[config.mk]
export PLATFORM = sky130hd
export DESIGN_NAME = keyboard_ctrl_flat
export DESIGN_NICKNAME = d
export VERILOG_FILES = /design/src/rtl/kb_pkg.sv /design/src/rtl/keyboard_ctrl_if.sv /design/src/rtl/kb_timeout.sv /design/src/rtl/keyboard_ctrl.sv /design/src/flat_wrapper.sv
export SDC_FILE = /design/constraint.sdc
export NUM_CORES = 1
export LEC_CHECK = 0
export ABC_AREA = 0
export BUFFER_PORTS_ARGS = -buffer_cell sky130_fd_sc_hd__buf_2
export CAP_MARGIN = 20
export CORE_ASPECT_RATIO = 1.2
export CORE_MARGIN = 4
export CORE_UTILIZATION = 56
export CTS_BUF_LIST = sky130_fd_sc_hd__clkbuf_8
export DETAILED_ROUTE_END_ITERATION = 6
export GPL_TIMING_DRIVEN = 0
export PLACE_DENSITY_LB_ADDON = 0.2
export SKIP_LAST_GASP = 1
export SLEW_MARGIN = 15
export SYNTH_ARGS = -nofsm -noshare
export SYNTH_HDL_FRONTEND = slang
export SYNTH_HIERARCHICAL = 1
export SYNTH_SLANG_ARGS = --single-unit
export TNS_END_PERCENT = 5
[constraint.sdc]
create_clock -name clk -period 2.1 [get_ports clk]
set_input_delay 0.315 -clock clk [delete_from_list [all_inputs] [get_ports clk]]
set_output_delay 0.315 -clock clk [all_outputs]
set_load 0.02 [all_outputs]
[src/rtl/kb_pkg.sv]
// Shared constants and FSM state type for the PS/2 keyboard break-code filter.
package kb_pkg;

  localparam logic [7:0] KB_BREAK_CODE = 8'hF0;
  localparam logic [7:0] KB_EXT_CODE   = 8'hE0;
  localparam logic [7:0] KB_ERR0_CODE  = 8'h00;
  localparam logic [7:0] KB_ERR1_CODE  = 8'hFF;

  typedef logic [1:0] kb_state_t;

  localparam kb_state_t KB_IDLE      = 2'd0;
  localparam kb_state_t KB_BREAK     = 2'd1;
  localparam kb_state_t KB_EXT       = 2'd2;
  localparam kb_state_t KB_EXT_BREAK = 2'd3;

endpackage

[src/rtl/keyboard_ctrl_if.sv]
// Byte stream from the PS/2 receiver and released-key outputs toward the display path.
interface keyboard_ctrl_if;

  logic [7:0]  scan_code_in;
  logic        scan_valid;
  logic [7:0]  scan_code_out;
  logic        code_valid;
  logic [31:0] digit_buf;

  modport master (
    output scan_code_in,
    output scan_valid,
    input  scan_code_out,
    input  code_valid,
    input  digit_buf
  );

  modport slave (
    input  scan_code_in,
    input  scan_valid,
    output scan_code_out,
    output code_valid,
    output digit_buf
  );

endinterface

[src/rtl/kb_timeout.sv]
// Idle watchdog: pulses 'expired' for one cycle when a prefix sequence has stalled
// for TIMEOUT_CYCLES cycles without a new byte.
module kb_timeout #(
  parameter int TIMEOUT_CYCLES = 100000
) (
  input  logic clk,
  input  logic rst_n,
  input  logic clear,
  input  logic run,
  output logic expired
);

  localparam int CW = (TIMEOUT_CYCLES > 1) ? $clog2(TIMEOUT_CYCLES) : 1;
  localparam logic [CW-1:0] LAST = CW'(TIMEOUT_CYCLES - 1);

  logic [CW-1:0] cnt_q, cnt_d;

  assign expired = run && (cnt_q == LAST);

  always_comb begin
    cnt_d = cnt_q;
    if (clear || expired) begin
      cnt_d = '0;
    end else if (run) begin
      cnt_d = cnt_q + 1'b1;
    end
  end

  always_ff @(posedge clk or negedge rst_n) begin
    if (!rst_n) begin
      cnt_q <= '0;
    end else begin
      cnt_q <= cnt_d;
    end
  end

endmodule

[src/rtl/keyboard_ctrl.sv]
// Break-code filter between the PS/2 receiver and convert_to_binary: reports each key once on release.
// Define KB_EXT_KEYS_EN to also report E0-prefixed (extended) key releases.
module keyboard_ctrl #(
  parameter int TIMEOUT_CYCLES = 100000
) (
  input  logic            clk,
  input  logic            rst_n,
  keyboard_ctrl_if.slave  kb
);

  import kb_pkg::*;

  kb_state_t   state_q, state_d;
  logic        capture_d;
  logic [7:0]  code_q;
  logic        valid_q;
  logic [31:0] buf_q;
  logic        expired;
  logic        isError;

  assign isError = (kb.scan_code_in == KB_ERR0_CODE) || (kb.scan_code_in == KB_ERR1_CODE);

  kb_timeout #(
    .TIMEOUT_CYCLES(TIMEOUT_CYCLES)
  ) u_timeout (
    .clk     (clk),
    .rst_n   (rst_n),
    .clear   (kb.scan_valid || (state_q == KB_IDLE)),
    .run     (!kb.scan_valid && (state_q != KB_IDLE)),
    .expired (expired)
  );

  // A strobed byte always takes priority over a timeout in the same cycle.
  always_comb begin
    state_d   = state_q;
    capture_d = 1'b0;
    if (kb.scan_valid) begin
      if (isError) begin
        state_d = KB_IDLE;
      end else begin
        case (state_q)
          KB_IDLE: begin
            if (kb.scan_code_in == KB_BREAK_CODE) begin
              state_d = KB_BREAK;
            end else if (kb.scan_code_in == KB_EXT_CODE) begin
              state_d = KB_EXT;
            end
          end
          KB_BREAK: begin
            if (kb.scan_code_in == KB_EXT_CODE) begin
              state_d = KB_EXT;
            end else if (kb.scan_code_in != KB_BREAK_CODE) begin
              capture_d = 1'b1;
              state_d   = KB_IDLE;
            end
          end
          KB_EXT: begin
            if (kb.scan_code_in == KB_BREAK_CODE) begin
              state_d = KB_EXT_BREAK;
            end else begin
              state_d = KB_IDLE;
            end
          end
          KB_EXT_BREAK: begin
            state_d = KB_IDLE;
`ifdef KB_EXT_KEYS_EN
            capture_d = 1'b1;
`endif
          end
          default: state_d = KB_IDLE;
        endcase
      end
    end else if (expired) begin
      state_d = KB_IDLE;
    end
  end

  always_ff @(posedge clk or negedge rst_n) begin
    if (!rst_n) begin
      state_q <= KB_IDLE;
      code_q  <= 8'h00;
      valid_q <= 1'b0;
      buf_q   <= 32'h0;
    end else begin
      state_q <= state_d;
      valid_q <= capture_d;
      if (capture_d) begin
        code_q <= kb.scan_code_in;
        buf_q  <= {buf_q[23:0], kb.scan_code_in};
      end
    end
  end

  assign kb.scan_code_out = code_q;
  assign kb.code_valid    = valid_q;
  assign kb.digit_buf     = buf_q;

endmodule

[src/flat_wrapper.sv]
// flat-port wrapper written by rule: the top's interface ports become plain ports
module keyboard_ctrl_flat import kb_pkg::*;
#(
  parameter int TIMEOUT_CYCLES = 100000
)
  (clk, rst_n, kb_scan_code_in, kb_scan_valid, kb_scan_code_out, kb_code_valid, kb_digit_buf);
  keyboard_ctrl_if kb_i ();
  input  logic clk;
  input  logic rst_n;
  input wire logic [$bits(kb_i.scan_code_in)-1:0] kb_scan_code_in;
  input wire logic [$bits(kb_i.scan_valid)-1:0] kb_scan_valid;
  output wire logic [$bits(kb_i.scan_code_out)-1:0] kb_scan_code_out;
  output wire logic [$bits(kb_i.code_valid)-1:0] kb_code_valid;
  output wire logic [$bits(kb_i.digit_buf)-1:0] kb_digit_buf;
  assign kb_i.scan_code_in = kb_scan_code_in;
  assign kb_i.scan_valid = kb_scan_valid;
  assign kb_scan_code_out = kb_i.scan_code_out;
  assign kb_code_valid = kb_i.code_valid;
  assign kb_digit_buf = kb_i.digit_buf;
  keyboard_ctrl #(.TIMEOUT_CYCLES(TIMEOUT_CYCLES)) u_core (.clk(clk), .rst_n(rst_n), .kb(kb_i));
endmodule
==> results.yml, run 1 <==
logic_synthesis:
  syn-num-nets: 202
  netlist_instances: 190
  synth_area_per_cell_um2: 13.2
  synth_top_cell_area_share: 0.520
  yosysMostFrequentCell: "dfrtp_1"
  yosysSeqAreaShare: 0.520
  yosys.area.top_type: "dfrtp_1"
  ys_ff_latch: 52
  netlist_top_cells_area: "dfrtp_1 52%, mux2_4 17%, xnor2_1 4.2%"
  yosys_most_used_dff: "dfrtp_1"
  yosys_warnings: 6
  synth-edff-count: 0
  async_flop_share: 1.00
  synthTopCellsByCount: "52 x dfrtp_1, 29 x mux2_4, 20 x nor2_1, 12 x xnor2_1, 8 x buf_4"
  ys_types: 36
  netlist_area_um2: 2500
setup_path:
  crit_arrival_ns: 2.25
  cp_max_fo: 6
  reg2reg_from: "u_core/state_q[0]"
  critPathCaptureType: "register"
  cpPeakStageDelay_ns: 0.43
  reg2reg_depth: 7
  crit_type: "reg2reg"
  critPathLaunch: "u_core/state_q[0]"
  endpoint: "u_core/u_timeout/cnt_q[16]"
  r2r_slack_ns: 0.08
  worstPathCellList: "nor2_1 -> or2_2 -> inv_4 -> nand3_2 -> or3_4 -> or3_1 -> a21oi_2"
  cp-start-kind: "register"
  r2r_end: "u_core/u_timeout/cnt_q[16]"
  slowest_stage: "or3_4"
  critical_path_required_ns: 2.33
clock_tree:
  cts_tree: "done"
  cts_buffer_depth: 2
  clk_latency_ns: 0.30
  clk_pin_slew_worst_paths_ns: 0.09
  hold_buffers: 0
  clock_tree.htree_level_count: 2
  numCtsBuffers: 5
  cts_root_buffer: "clkbuf_8"
  clock_sinks: 52
floorplan:
  dieWidth_um: 69.0
  io_pins: 52
  start_util: 0.583
  fp.coreArea_um2: 4290
  row_count: 26
  die_y_um: 81.2
  dieArea_um2: 5610
drt:
  vias_per_cell: 5.29
  drt_iter0_markers: 103
  avgRoutedWirePerCell_um: 15.2
  dr.pass1.iters: 4
  drtAntennaViolNets: 0
  vias: 1629
  routed_wl_mm: 4.69
  drc: 0
timing:
  period_share: 0.961
  setup_tns_ns: 0
  rsz0062_at_grt: "true"
  fin_skew_ns: 0.00559
  finalCriticalPeriod_ns: 2.02
  report.final.setup_viol: 0
  worst_pin_slew_ns: 0.574
  fmaxAchievable_mhz: 496
  finalHoldViolCount: 0
  relSlewSlack: 0.617
  slew_violations: 0
global_routing:
  grt_first_pass_wirelength_mm: 8.17
  antenna_found_initial: 0
  grt_max_degree: 29
  grt_pass1_vias: 1674
  track_usage: 0.182
  overflow: 0
finish:
  area_delta_synth_final_pct: 20.0
  antenna_cells: 0
  fillers: 320
  final_layout_size_suffix_gt1_frac: 0.476
  nets: 263
placed_design:
  place_congestion: 0.813
  io_buffers: 51
  dp_hpwl_mm: 3.57
power_and_ir_drop:
  vdd_ir_drop_max_mv: 0.424
  power.density_nw_per_um2: 612
  p_leak_uw: 0.00145
  finalPower_uw: 1840
status:
  status: "completed"
hold_path:
  worstHoldPathType: "in2async"
job:
  cap_violations: 0
## final cells by class
class	count	area, µm²	area share
sequential	52	1300	0.434
inverter	5	21.3	0.00709
buffer	13	136	0.0454
clock inverter	2	38.8	0.0129
tap	56	70.1	0.0233
timing repair buffer	54	290	0.0967
clock buffer	6	82.6	0.0275
multi-input combinational	120	1060	0.353
## logic make-up (layout without fill, tap and decap cells)
group,count (synthesis),in the layout,synth area share
mux,33,33,0.192
buf+inv,18,80,0.0620
xor+xnor,15,15,0.0525
fa+ha+maj,1,1,0.00500
flops,52,52,0.520
simple gates,62,62,0.139
compound gates,9,9,0.0300
## worst min path at each step
stage	start	endpoint	slack, ns
floorplan	rst_n	u_core/kb.code_valid	0.02
global placement	u_core/kb.digit_buf[24]	u_core/kb.digit_buf[24]	0.49
detailed placement	rst_n	u_core/kb.digit_buf[12]	0.35
CTS	rst_n	u_core/kb.digit_buf[12]	0.02
global route	rst_n	u_core/kb.digit_buf[12]	0.03
finish	rst_n	u_core/kb.digit_buf[12]	0.003
## state kept, by name, indices dropped and copies added, names as in the netlist
register                 cells
u_core/kb.digit_buf         25
u_core/kb.scan_code_out      7
u_core/kb.code_valid         1
u_core/state_q               2
u_core/u_timeout/cnt_q      17
## critical path, delay by kind of cell (launching register included)
| family | cells | cell delay, ns |
|---|---|---|
| buffers and inverters | 1 | 0.10 |
| and+or+nand+nor | 5 | 1.32 |
| AOI/OAI and AO/OA | 1 | 0.13 |
| DFF | 1 | 0.41 |
## power breakdown
group | total, µW | leakage, µW | switching [µW] | internal, µW
combinational | 112 | 0.000664 | 65.6 | 46.5
sequential | 1020 | 0.000725 | 10.3 | 1010
clock | 704 | 0.0000614 | 314 | 390
## repair_timing
action	CTS	global route
pin swaps	1	1
setup endpoints to repair	12	13
resized for setup	0	5
endpoints found under the hold margin	0	0
setup buffers	1	1
## layer usage
layer	vias up	GRT usage	wire length (µm)
met5	-	0	0
met4	0	0.0547	53
met3	8	0.0408	232
met2	43	0.327	2410
met1	787	0.221	1990
li1	791	-	-
## cells in the final DEF, fill, tap and decap left out, types with 2 or more instances in the layout
cell type | netlist | layout
buf_2 | 1 | 52
dfrtp_1 | 52 | 52
mux2_4 | 29 | 29
nor2_1 | 20 | 20
xnor2_1 | 12 | 12
buf_4 | 8 | 10
nand4_1 | 7 | 7
clkbuf_8 | 0 | 6
nand2_1 | 6 | 6
nor4_1 | 6 | 5
nand3_1 | 4 | 4
inv_1 | 5 | 4
buf_12 | 3 | 4
or2_2 | 3 | 3
nor4b_1 | 3 | 3
mux2_2 | 3 | 3
xor2_1 | 3 | 3
nor3_1 | 4 | 3
o21ai_0 | 2 | 2
nand3_2 | 2 | 2
## metrics by stage
stage                     setup slack (ns)  utilization  instance area, µm²  hold WS, ns  cells
after floorplan                      0.146            -                2500       0.0194    190
after global placement              -0.126        0.659                2830        0.489    297
after detailed placement            -0.166        0.663                2850        0.349    298
after CTS                          -0.0868        0.693                2980       0.0193    307
after global routing               -0.0148        0.699                3000       0.0324    308
final                               0.0822        0.699                3000      0.00258    308
No activity file was read; power rests on OpenSTA's default activity.
==> run 2: changes to the inputs <==
Settings changed: CORE_UTILIZATION 56 to 51.
Clock period 2.1 ns to 1.8 ns, I/O delays scaled along.
==> results.yml, run 2 (same netlist as run 1, synthesis figures left out) <==
clock_tree:
  cts_tree: "done"
  clock_tree.htree_level_count: 2
  clk_latency_ns: 0.30
  clk_pin_slew_worst_paths_ns: 0.10
  clock_sinks: 52
  cts_buffer_depth: 2
  numCtsBuffers: 5
  cts_root_buffer: "clkbuf_8"
global_routing:
  grt_use_met3: 0.0431
  gr-max-usage-layer: "met2"
  grt_max_degree: 29
  antenna_found_initial: 0
  grt_pass1_vias: 1744
  overflow: 0
  grt_first_pass_wirelength_mm: 8.31
  track_usage: 0.174
  grtUsageMet2: 0.301
  gr-usage-met1: 0.210
timing:
  relSlewSlack: 0.576
  slew_violations: 0
  rsz0062_at_grt: "true"
  finalHoldViolCount: 0
  period_share: 0.991
  fin_skew_ns: 0.0104
  report.final.setup_viol: 0
  worst_pin_slew_ns: 0.636
  fmaxAchievable_mhz: 561
  finalCriticalPeriod_ns: 1.78
setup_path:
  cp-start-kind: "primary input"
  r2r_end: "u_core/u_timeout/cnt_q[16]"
  r2r_slack_ns: 0.02
  critical_path_required_ns: 1.98
  crit_type: "in2reg"
  reg2reg_depth: 7
  critPathCaptureType: "register"
  cp_max_fo: 10
  reg2reg_from: "u_core/state_q[1]"
  crit_arrival_ns: 1.97
drt:
  avgRoutedWirePerCell_um: 15.2
  drt_iter0_markers: 52
  routed_wl_mm: 4.83
  vias: 1663
  drtAntennaViolNets: 0
  vias_per_cell: 5.23
  dr.pass1.iters: 4
  drc: 0
finish:
  area_delta_synth_final_pct: 23.4
  final_cells: 318
  final_util: 0.662
  layout_common_cells: "52 x dfrtp_1, 51 x buf_2, 29 x mux2_4, 19 x nor2_1, 18 x buf_4"
  largest_reg_flops: 25
  final_common_cell: "dfrtp_1"
  fin_area_um2: 3090
  antenna_cells: 0
  final_layout_size_suffix_gt1_frac: 0.504
  nets: 271
power_and_ir_drop:
  switching_share: 0.236
  finalPower_uw: 1970
  combPwrFrac: 0.068
  vdd_ir_drop_max_mv: 0.438
  power.density_nw_per_um2: 638
  p_int_uw: 1510
  p_leak_uw: 0.00150
  pwr-share-clk: 0.329
  switching_power_uw: 465
  seqPwrFrac: 0.604
job:
  cap_violations: 0
hold_path:
  min_from: "kb_scan_code_in[1]"
  worstHoldPathType: "in2reg"
  hold_end: "u_core/kb.scan_code_out[1]"
  holdPathStages: 2
placed_design:
  dp_hpwl_mm: 3.50
  dpl_cell_area_um2: 2850
  dp_cells: 300
  place_congestion: 0.802
  io_buffers: 51
floorplan:
  dieWidth_um: 71.9
  start_util: 0.537
  row_count: 27
  die_y_um: 84.7
  fp.coreArea_um2: 4660
  dieArea_um2: 6100
  io_pins: 52
status:
  status: "completed"
[run 2: changes by cell type in the layout (fill, tap and decap cells not counted), moves of 2 or more]
cell     before  now
nor4b_1       3    1
nand3_4       0    2
nor4b_2       0    2
buf_4        10   18
[run 2: timing repair]
action | in CTS | in global routing
gates resized for setup | 5 | 9
buffers inserted | 7 | 2
setup endpoints to repair | 17 | 19
pin swaps | 2 | 3
hold buffers | 1 | 0
endpoints found under the hold margin | 17 | 0
[run 2: how the worst max path moves through the flow]
stage,startpoint,end,slack (ns),cells after the start
after global placement,kb_scan_code_in[3],u_core/kb.digit_buf[25],-0.28,7
after detailed placement,kb_scan_code_in[3],u_core/kb.digit_buf[19],-0.30,7
after global routing,u_core/state_q[1],u_core/u_timeout/cnt_q[15],-0.15,9
final,kb_scan_code_in[3],u_core/kb.scan_code_out[2],0.02,7
after floorplan,kb_scan_code_in[3],u_core/kb.digit_buf[10],-0.08,6
after CTS,u_core/u_timeout/cnt_q[11],u_core/state_q[1],0.02,7
[run 2: worst max-delay path, stage by stage]
cell and delay (ns):
buf_2 0.12, or4_4 0.57, o21a_1 0.23, and3b_1 0.19
buf_6 0.15, buf_12 0.15, mux2_4 0.29
[run 2: per-stage QoR]
stage | TNS [ns] | hold slack (ns) | setup WS, ns
2_1_floorplan | -2.34 | -0.0256 | -0.0789
3_3_place_gp | -10.88 | 0.493 | -0.280
3_5_place_dp | -11.53 | 0.330 | -0.302
4_1_cts | 0 | 0.215 | 0.0198
5_1_grt | -0.716 | 0.211 | -0.150
6_report | 0 | 0.221 | 0.0160
[run 2: routing by layer]
metal,up-vias,routed length [µm]
li1,801,-
met1,820,1980
met2,34,2550
met3,8,209
met4,0,79
met5,-,0
[run 2: area by class of cell]
type                       count  area [µm²]
sequential                    52        1300
inverter                       5        21.3
tap                           58        72.6
clock buffer                   5        68.8
timing repair buffer          62         353
fill                         368        1570
multi-input combinational    120        1110
buffer                        13         139
clock inverter                 3        20.0
[run 2: power groups by stage]
stage | registers (µW) | logic [µW] | clock network (µW)
after detailed placement | 1210 | 134 | 0
after floorplan | 1220 | 50.3 | 0
after global routing | 1190 | 146 | 728
final | 1190 | 133 | 647
after global placement | 1210 | 127 | 0
after CTS | 1190 | 137 | 678
==> run 3: changes to the inputs <==
==> constraint.sdc (replaced) <==
create_clock -name clk -period 1.8 [get_ports clk]
set_input_delay 0.09 -clock clk [delete_from_list [all_inputs] [get_ports clk]]
set_output_delay 0.09 -clock clk [all_outputs]
set_load 0.02 [all_outputs]
==> results.yml, run 3 (same netlist as run 1, synthesis figures left out) <==
timing:
  fin_skew_ns: 0.00641
  finalHoldViolCount: 0
  relSlewSlack: 0.595
  worst_slack_ns: -0.0824
  rsz0062_at_grt: "true"
  slew_violations: 0
  fmaxAchievable_mhz: 531
  period_share: 1.05
  worst_pin_slew_ns: 0.607
  report.final.setup_viol: 16
  finalCriticalPeriod_ns: 1.88
power_and_ir_drop:
  p_leak_uw: 0.00150
  power.density_nw_per_um2: 680
  p_int_uw: 1650
  switching_share: 0.222
  pwr-share-clk: 0.374
  combPwrFrac: 0.063
  switching_power_uw: 470
  seqPwrFrac: 0.563
  vdd_ir_drop_max_mv: 0.425
finish:
  final_common_cell: "dfrtp_1"
  area_delta_synth_final_pct: 24.2
  nets: 269
  layout_common_cells: "52 x dfrtp_1, 51 x buf_2, 29 x mux2_4, 19 x nor2_1, 16 x buf_4"
  fillers: 354
  largest_reg_flops: 25
  final_layout_size_suffix_gt1_frac: 0.508
  final_util: 0.667
  fin_area_um2: 3110
  antenna_cells: 0
  final_cells: 316
clock_tree:
  cts_buffer_depth: 2
  clock_sinks: 52
  clk_pin_slew_worst_paths_ns: 0.09
  clock_tree.htree_level_count: 2
  cts_root_buffer: "clkbuf_8"
  clk_latency_ns: 0.31
  numCtsBuffers: 5
  cts_tree: "done"
floorplan:
  io_pins: 52
  dieArea_um2: 6100
  row_count: 27
  start_util: 0.537
  die_y_um: 84.7
  fp.coreArea_um2: 4660
  dieWidth_um: 71.9
status:
  violations: "negative setup slack"
  status: "finished, violations left"
placed_design:
  dpl_cell_area_um2: 2860
  place_congestion: 0.778
  dp_cells: 300
  dp_hpwl_mm: 3.55
  io_buffers: 51
drt:
  drtAntennaViolNets: 0
  vias: 1648
  dr.pass1.iters: 4
  avgRoutedWirePerCell_um: 15.4
  vias_per_cell: 5.22
  routed_wl_mm: 4.86
  drc: 0
  drt_iter0_markers: 49
global_routing:
  grt_use_met3: 0.0419
  grt_pass1_vias: 1601
  gr-max-usage-layer: "met2"
  grt_max_degree: 28
  track_usage: 0.164
  gr-usage-met1: 0.219
  overflow: 0
  antenna_found_initial: 0
  grtUsageMet2: 0.258
  grt_first_pass_wirelength_mm: 7.73
setup_path:
  r2r_slack_ns: -0.08
  cp_max_fo: 4
  crit_type: "reg2reg"
  critical_path_required_ns: 2.03
  crit_arrival_ns: 2.12
  cp-start-kind: "register"
  critPathCaptureType: "register"
job:
  cap_violations: 0
hold_path:
  worstHoldPathType: "in2reg"
run 3: changes by cell type in the layout (fill, tap and decap cells not counted):
| cell | before | now |
|---|---|---|
| nor4_1 | 4 | 3 |
| nor2_4 | 0 | 1 |
| inv_1 | 5 | 4 |
| inv_4 | 1 | 0 |
| clkinv_2 | 0 | 1 |
| bufinv_16 | 0 | 1 |
| nor4_2 | 2 | 3 |
| buf_4 | 18 | 16 |
| nor2_2 | 1 | 0 |
run 3: worst paths after layout:
check                                   startpoint                         end  cells after the start
max                              u_core/state_q[0]           u_core/state_q[1]                     10
max in group asynchronous                    rst_n  u_core/kb.scan_code_out[6]                      3
min                             kb_scan_code_in[3]  u_core/kb.scan_code_out[3]                      2
min in group asynchronous                    rst_n     u_core/kb.digit_buf[31]                      2
min reg2reg                u_core/kb.digit_buf[25]     u_core/kb.digit_buf[25]                      1
max reg2reg                      u_core/state_q[0]           u_core/state_q[1]                     10
run 3: power groups by stage:
stage          Clock, µW  Combinational (µW)  Sequential [µW]
2_1_floorplan          0                50.4             1220
3_3_place_gp           0                 125             1210
3_5_place_dp           0                 132             1210
4_1_cts              811                 134             1190
5_1_grt              865                 146             1190
6_report             791                 134             1190
run 3: routing by layer:
metal	part of all wire	routed length, µm	vias to the layer above
met2	0.49	2370	37
li1	-	-	793
met3	0.050	242	6
met1	0.45	2170	812
met5	0	0	-
met4	0.015	74	0
run 3: what timing repair did:
| action | in CTS | in global routing |
|---|---|---|
| pin swaps | 2 | 6 |
| endpoints found under the setup margin | 18 | 18 |
| hold buffers | 1 | 0 |
| hold endpoints to repair | 26 | 0 |
| resized for setup | 1 | 15 |
| setup buffers | 1 | 6 |
run 3: critical path, stage by stage (launching register included):
cell and delay, ns:
dfrtp_1 0.42, nor2_1 0.07, or2_4 0.27, clkinv_4 0.07, and3_4 0.21, nand3_4 0.09
nor3_4 0.24, nor2_4 0.06, nor4_2 0.20, nand4_1 0.10, o21ai_1 0.09
run 3: final cells by class:
class / count / area, µm² / share of cell area
Buffer: 13 / 139 / 0.0447
Clock buffer: 5 / 68.8 / 0.0221
Clock inverter: 3 / 42.5 / 0.0137
Inverter: 5 / 23.8 / 0.00765
Multi-Input combinational cell: 120 / 1120 / 0.361
Sequential cell: 52 / 1300 / 0.419
Tap cell: 58 / 72.6 / 0.0233
Timing Repair Buffer: 60 / 338 / 0.109
run 3: through the flow:
stage                     total power (µW)  setup WS, ns  hold slack [ns]  TNS [ns]
after floorplan                       1270        0.0117           -0.206         0
after global placement                1340        -0.199            0.354     -5.58
after detailed placement              1350        -0.235            0.133     -6.34
after CTS                             2140        -0.150           0.0343    -0.585
after global routing                  2200        -0.210           0.0345     -2.47
final                                 2120       -0.0824           0.0446    -0.676
